==> src/rtl/fanout_rv_fifo.sv <==
// Registered ready/valid FIFO that forks each buffered word to every active sink.
// FANOUT_EAGER_FORK_EN selects eager per-sink acceptance tracking; undefined builds the lazy fork.
module fanout_rv_fifo #(
  parameter int DATA_WIDTH = 17,
  parameter int NUM_SINKS  = 7,
  parameter int DEPTH      = 2
) (
  input  logic                    clk,
  input  logic                    rst_n,
  input  logic [DATA_WIDTH-1:0]   in_data,
  input  logic                    in_valid,
  output logic                    in_ready,
  input  logic [NUM_SINKS-1:0]    sink_en,
  input  logic [NUM_SINKS-1:0]    sink_sel,
  output logic [DATA_WIDTH-1:0]   out_data,
  output logic [NUM_SINKS-1:0]    out_valid,
  input  logic [NUM_SINKS-1:0]    out_ready,
  output logic [$clog2(DEPTH):0]  count
);

  localparam int AW = $clog2(DEPTH);
  localparam int CW = AW + 1;
  localparam logic [CW-1:0] FULL = CW'(DEPTH);

  logic [DATA_WIDTH-1:0] r_mem [DEPTH];
  logic [AW-1:0]         r_wr_ptr;
  logic [AW-1:0]         r_rd_ptr;
  logic [CW-1:0]         r_count;

  logic [NUM_SINKS-1:0]  w_active;
  logic                  w_nonempty;
  logic                  w_push;
  logic                  w_pop;

  assign w_active   = sink_en & sink_sel;
  assign w_nonempty = (r_count != '0);

  // in_ready is purely a function of occupancy: a full FIFO never accepts on a pop cycle.
  assign in_ready = (r_count != FULL);
  assign w_push   = in_valid & in_ready;
  assign out_data = r_mem[r_rd_ptr];
  assign count    = r_count;

`ifdef FANOUT_EAGER_FORK_EN
  logic [NUM_SINKS-1:0] r_taken;
  logic [NUM_SINKS-1:0] w_accept;
  logic [NUM_SINKS-1:0] w_done;

  assign out_valid = {NUM_SINKS{w_nonempty}} & w_active & ~r_taken;
  assign w_accept  = out_valid & out_ready;
  // Inactive sinks count as done, so a word with no consumers drains immediately.
  assign w_done    = ~w_active | r_taken | w_accept;
  assign w_pop     = w_nonempty & (&w_done);

  always_ff @(posedge clk) begin
    if (!rst_n) begin
      r_taken <= '0;
    end else if (w_pop) begin
      r_taken <= '0;
    end else begin
      r_taken <= r_taken | w_accept;
    end
  end
`else
  logic w_all_rdy;

  assign w_all_rdy = &(~w_active | out_ready);
  assign out_valid = {NUM_SINKS{w_nonempty & w_all_rdy}} & w_active;
  assign w_pop     = w_nonempty & w_all_rdy;
`endif

  always_ff @(posedge clk) begin
    if (w_push) begin
      r_mem[r_wr_ptr] <= in_data;
    end
  end

  always_ff @(posedge clk) begin
    if (!rst_n) begin
      r_wr_ptr <= '0;
      r_rd_ptr <= '0;
      r_count  <= '0;
    end else begin
      if (w_push) begin
        r_wr_ptr <= r_wr_ptr + 1'b1;
      end
      if (w_pop) begin
        r_rd_ptr <= r_rd_ptr + 1'b1;
      end
      case ({w_push, w_pop})
        2'b10:   r_count <= r_count + 1'b1;
        2'b01:   r_count <= r_count - 1'b1;
        default: r_count <= r_count;
      endcase
    end
  end

endmodule

==> config.mk <==
export PLATFORM = sky130hd
export DESIGN_NAME = fanout_rv_fifo
export DESIGN_NICKNAME = d
export VERILOG_FILES = /design/src/rtl/fanout_rv_fifo.sv
export SDC_FILE = /design/constraint.sdc
export NUM_CORES = 1
export LEC_CHECK = 0
export CAP_MARGIN = 10
export CORE_AREA = 2 2 68 70
export DETAILED_ROUTE_END_ITERATION = 7
export DIE_AREA = 0 0 70 72
export PLACE_DENSITY = 0.73
export SLEW_MARGIN = 20
export SYNTH_ARGS = -nofsm -noshare
export SYNTH_HDL_FRONTEND = slang
export SYNTH_SLANG_ARGS = --single-unit
==> constraint.sdc <==
create_clock -name clk -period 1.81 [get_ports clk]
set_input_delay 0.4525 -clock clk [delete_from_list [all_inputs] [get_ports clk]]
set_output_delay 0.4525 -clock clk [all_outputs]
set_load 0.01 [all_outputs]
# Word level (Yosys, flattened, before mapping)

Memory sizes are Yosys's and may differ from the RTL's. A register that Yosys moved wholly into a read port is not among the register bits.
Cells that the tools add are included.

Flip-flop bits (word level): 4
Memory bits (writable): 34
Output and inout bits: 27
Logic and storage cells: 25
Memories: 1

Memory list:

| name  | depth | bits a word | rd ports | clocked after memory_dff | write ports | RTL line | source |
|---|---|---|---|---|---|---|---|
| r_mem | 2     | 17          | 1        | 1                        | 1           | 25       | `logic [DATA_WIDTH-1:0] r_mem [DEPTH];` |

Add/sub/neg operators: 4
Eq/ne operators: 3
Mux-type cells: 5
Bitwise operators: 6
Reduce and logical (&&, ||, !) cells: 3

Operators with widths:

| cell                | number |
|---|---|
| $and 7x7->7         | 2 |
| $not 7->7           | 1 |
| $or 7x7->7          | 1 |
| $reduce_and 7->1    | 1 |
| $mux 1              | 4 |
| $pmux 2 s2          | 1 |
| $reduce_bool 2->1   | 2 |
| $add 1x1->1 const B | 2 |
| $add 2x1->2 const B | 1 |
| $and 1x1->1         | 2 |
| $eq 2x1->1 const B  | 1 |
| $eq 2x2->1 const B  | 1 |
| $ne 2x2->1 const B  | 1 |
| $sub 2x1->2 const B | 1 |

# Logic depth before layout (Yosys ltp)

Depth after elaboration: 7
Gate-level depth with buffers: 8
Depth with buffers taken out: 8

# Worst setup path before layout

No wires, ideal clock.

Kind: input port to flip-flop
Start: in out_ready[0]
End: reg r_count[1] (netlist: count[1])
Arrival time: 1.869 ns
Data required time: 1.734 ns
Path slack: -0.134 ns
Stages: 7
Cells stage by stage: nand3b_1 o2111ai_1 or3_4 inv_4 ha_1 or3_1 a21boi_0

Word-level cells in the longest chain between the ends: 5

RTL lines:

| what                                                   | RTL line | source |
|---|---|---|
| from (decl)                                            | 17       | `input logic [NUM_SINKS-1:0] out_ready,` |
| $or 7x7->7 *                                           | 67       | `assign w_all_rdy = &(~w_active \| out_ready);` |
| $reduce_and 7->1 *                                     | 67       |  |
| $and 1x1->1 *                                          | 69       | `assign w_pop = w_nonempty & w_all_rdy;` |
| $eq 2x1->1 / $eq 2x2->1 (equally long branches)        | 90       | `case ({w_push, w_pop})` |
| $pmux 2 s2 / $reduce_bool 2->1 (equally long branches) | -        |  |
| to (signal assigned)                                   | 91       | `2'b10: r_count <= r_count + 1'b1;` |
| to (signal assigned)                                   | 92       | `2'b01: r_count <= r_count - 1'b1;` |
| to (signal assigned)                                   | 93       | `default: r_count <= r_count;` |
| to (decl)                                              | 28       | `logic [CW-1:0] r_count;` |

Every way passes the cells marked *; elsewhere a longest branch is shown, timed or not.
A chain may end at the register's enable or synchronous reset.

# Final worst setup path

Start: in sink_sel[4]
End: out out_valid[4]

Word-level cells in the longest chain between the ends: 6

RTL lines:

| what             | RTL line | source |
|---|---|---|
| from (decl)      | 14       | `input logic [NUM_SINKS-1:0] sink_sel,` |
| $and 7x7->7 *    | 35       | `assign w_active = sink_en & sink_sel;` |
| $not 7->7        | 67       |  |
| $or 7x7->7       | 67       |  |
| $reduce_and 7->1 | 67       |  |
| $and 1x1->1      | 68       | `assign out_valid = {NUM_SINKS{w_nonempty & w_all_rdy}} & w_active;` |
| $and 7x7->7 *    | 68       |  |
| to (decl)        | 16       | `output logic [NUM_SINKS-1:0] out_valid,` |

Marked as above.

==> summary.txt <==
Status
  • Status: complete, but fails checks
  • Failing checks: setup timing

Placement
  • Post-place instance area: 2390 sq um
  • Inst Count DP: 226
  • Final GP Congestion: 0.752
  • Port Buffers: 67
  • Dpl hpwl: 2520 um
  • Pre-CTS setup slack: -0.903 ns

Setup path
  • Crit path arrival time: 1.51 ns
  • Worst path required time: 1.36 ns
  • Crit path launch: sink_sel[4]
  • Startpoint types: input port
  • R2r startpoint: count[1]$_SDFFE_PN0P_
  • Critical path fanouts, max: 5
  • Crit. End Element: output pin
  • Setup Crit Path Kind: in2out

Synth
  • Netlist Area Pre-Place: 1550 sq um
  • Register bit count reported by yosys: 39
  • Yosys warns: 0
  • Sequential area share after synthesis: 72.2%
  • Mapped Cells: 94
  • Synthesized netlist net count: 136
  • Post-synth cell types: 20
  • Mean post-synth cell area: 16.5 sq um

Timing
  • Final slew viol count: 0
  • Fin crit share: 109%
  • Fmax: 0.508 GHz
  • # setup viols final: 8
  • Hold Vio Cnt, Final: 0
  • Final setup margin: -0.157 ns
  • Final Skew: 0.00266 ns
  • Post-layout min period: 1.97 ns
  • Post-route setup TNS: -0.786 ns
  • Slew of the pin with the lowest slew margin: 0.142 ns
  • RSZ-0062 raised after global routing: true
  • Slew headroom: 90.3%

Finish
  • Post-layout instance area: 2550 sq um
  • Register area: 1130 sq um
  • Multi-input logic area: 477 sq um
  • Nets@finish: 239
  • Share of cells above drive strength 1: 56.1%
  • Most frequent cells in the layout: edfxtp_1, buf_4, clkdlybuf4s50_1
  • Fill count: 354
  • Non-Filler Instances: 250
  • ANT cells: 0
  • Synth-to-layout area growth: 64.0%
  • Commonest non-fill, non-tap cell in the layout: edfxtp_1

Floorplan
  • Rows: 24
  • Initial cell density of the core: 36.4%
  • IO Count: 68
  • DIE HEIGHT: 72 um
  • Die Wd: 70 um
  • Die Area: 5040 sq um
  • Core area: 4260 sq um

Power
  • Flop pwr share: 43.9%
  • Combinational fraction of design power: 36.8%
  • Final total power: 2780 uW
  • Max VDD drop: 387 uV
  • Switching part of the total: 27.5%
  • Share of total power in the clock network: 19.3%
  • Power Internal: 2010 uW
  • P per Cell Area: 1090 nW/um^2
  • Switch Pwr: 763 uW
  • Leak: 0.00103 uW

Route
  • Vias per inst: 4.73
  • Routed Antenna Nets: 0
  • Pre-antenna DRT Iters: 3
  • Vias: 1,183
  • Routed WL per cell: 14.7 um
  • Initial drt markers: 76
  • DRC errors left: 0
  • Total wire length: 3670 um

CTS
  • Clk buf depth: 2
  • CTS tree: done
  • H-Tree Depth: 2
  • Num CTS Buffers: 5
  • Sink Count: 39
  • Worst-skew pair later-pin latency: 0.28 ns
  • Clock Tree Root: clkbuf_8
  • Worst-path clk slew: 0.07 ns

Global route
  • Total gr overflow: 0
  • Total GRT Usage: 14.7%
  • First-pass GRT wire length: 5580 um
  • Largest net degree at the start of global routing: 12
  • Vias in the first global route: 1,288
  • Antenna violations before repair: 0

Worst hold path
  • Hold_sp: r_rd_ptr$_SDFFE_PN0N_
  • Worst hold path class: reg2reg

Job
  • Maxcap violations: 0
## Yosys cell counts, drive strengths merged
library cell / n / share of area (%)
nand3b: 3 / 1.5
nand2b: 2 / 0.81
dfxtp: 5 / 6.4
xnor2: 3 / 1.7
o21ai: 1 / 0.32
mux2i: 2 / 1.3
o22ai: 2 / 0.81
edfxtp: 34 / 66
nand2: 6 / 1.5
and2: 2 / 0.81
ha: 1 / 0.81
or3: 2 / 1.1
o2111ai: 1 / 0.56
buf: 2 / 0.64
and3: 4 / 1.6
nor2: 5 / 1.2
a21boi: 1 / 0.48
mux2: 17 / 12
inv: 1 / 0.40
## flip-flops by register name, summed over array words and instances (netlist names), named ones only
signal    count
r_rd_ptr      1
count         2
r_mem        34
r_wr_ptr      1
## critical path, cell delays in order
cell,delay [ns]
buf_6,0.09
nand3b_1,0.09
o2111ai_2,0.13
or3_4,0.39
inv_4,0.08
and3_4,0.18
buf_6,0.10
## metal layers
| layer | part of all wire [%] | vias up | GRT usage, % | wire, um |
|---|---|---|---|---|
| li1 | - | 560 | - | - |
| met1 | 36 | 546 | 14.2 | 1310 |
| met2 | 53 | 65 | 27.5 | 1960 |
| met3 | 8.1 | 12 | 5.69 | 299 |
| met4 | 2.8 | 0 | 6.84 | 102 |
| met5 | 0 | - | 0 | 0 |
## cell type report
type / count / area share, %
clock buffer: 8 / 3.14
tap: 52 / 2.56
timing repair buffer: 98 / 31.1
inverter: 1 / 0.246
sequential: 39 / 44.3
multi-input combinational: 52 / 18.7
## cell families after synthesis
kind of cell    count (synthesis)  synth area share [%]
buf+inv                         3                  1.05
flops                          39                  72.2
xor+xnor                        3                  1.69
mux                            19                  13.6
compound gates                  5                  2.18
simple gates                   24                  8.46
fa+ha+maj                       1                 0.806
## repair_timing
item,4_1_cts,5_1_grt
pin swaps,16,11
hold buffers,0,0
cloned,1,0
setup buffers,11,4
resized for setup,157,34
setup endpoints to repair,27,22
## power groups by stage
stage	Clock (uW)	Combinational (uW)	Sequential, uW
finish	537	1020	1220
global route	596	1110	1230
CTS	560	1030	1220
detailed placement	0	1050	1220
global placement	0	1030	1210
floorplan	0	460	1230
## final timing paths
kind,to,slack (ns),cells after the start
worst max-delay path,out_valid[4],-0.16,7
worst min-delay path,r_rd_ptr$_SDFFE_PN0N_,0.49,2
worst min register to register,r_rd_ptr$_SDFFE_PN0N_,0.49,2
worst max register to register,count[1]$_SDFFE_PN0P_,-0.01,7
## per-stage QoR
step                hold slack, ns  util, %
floorplan                    0.452        -
global placement             0.462     56.1
detailed placement           0.487     56.1
CTS                          0.496     59.6
global route                 0.521     59.7
finish                       0.495     59.7
(Power assumes the default switching activity.)
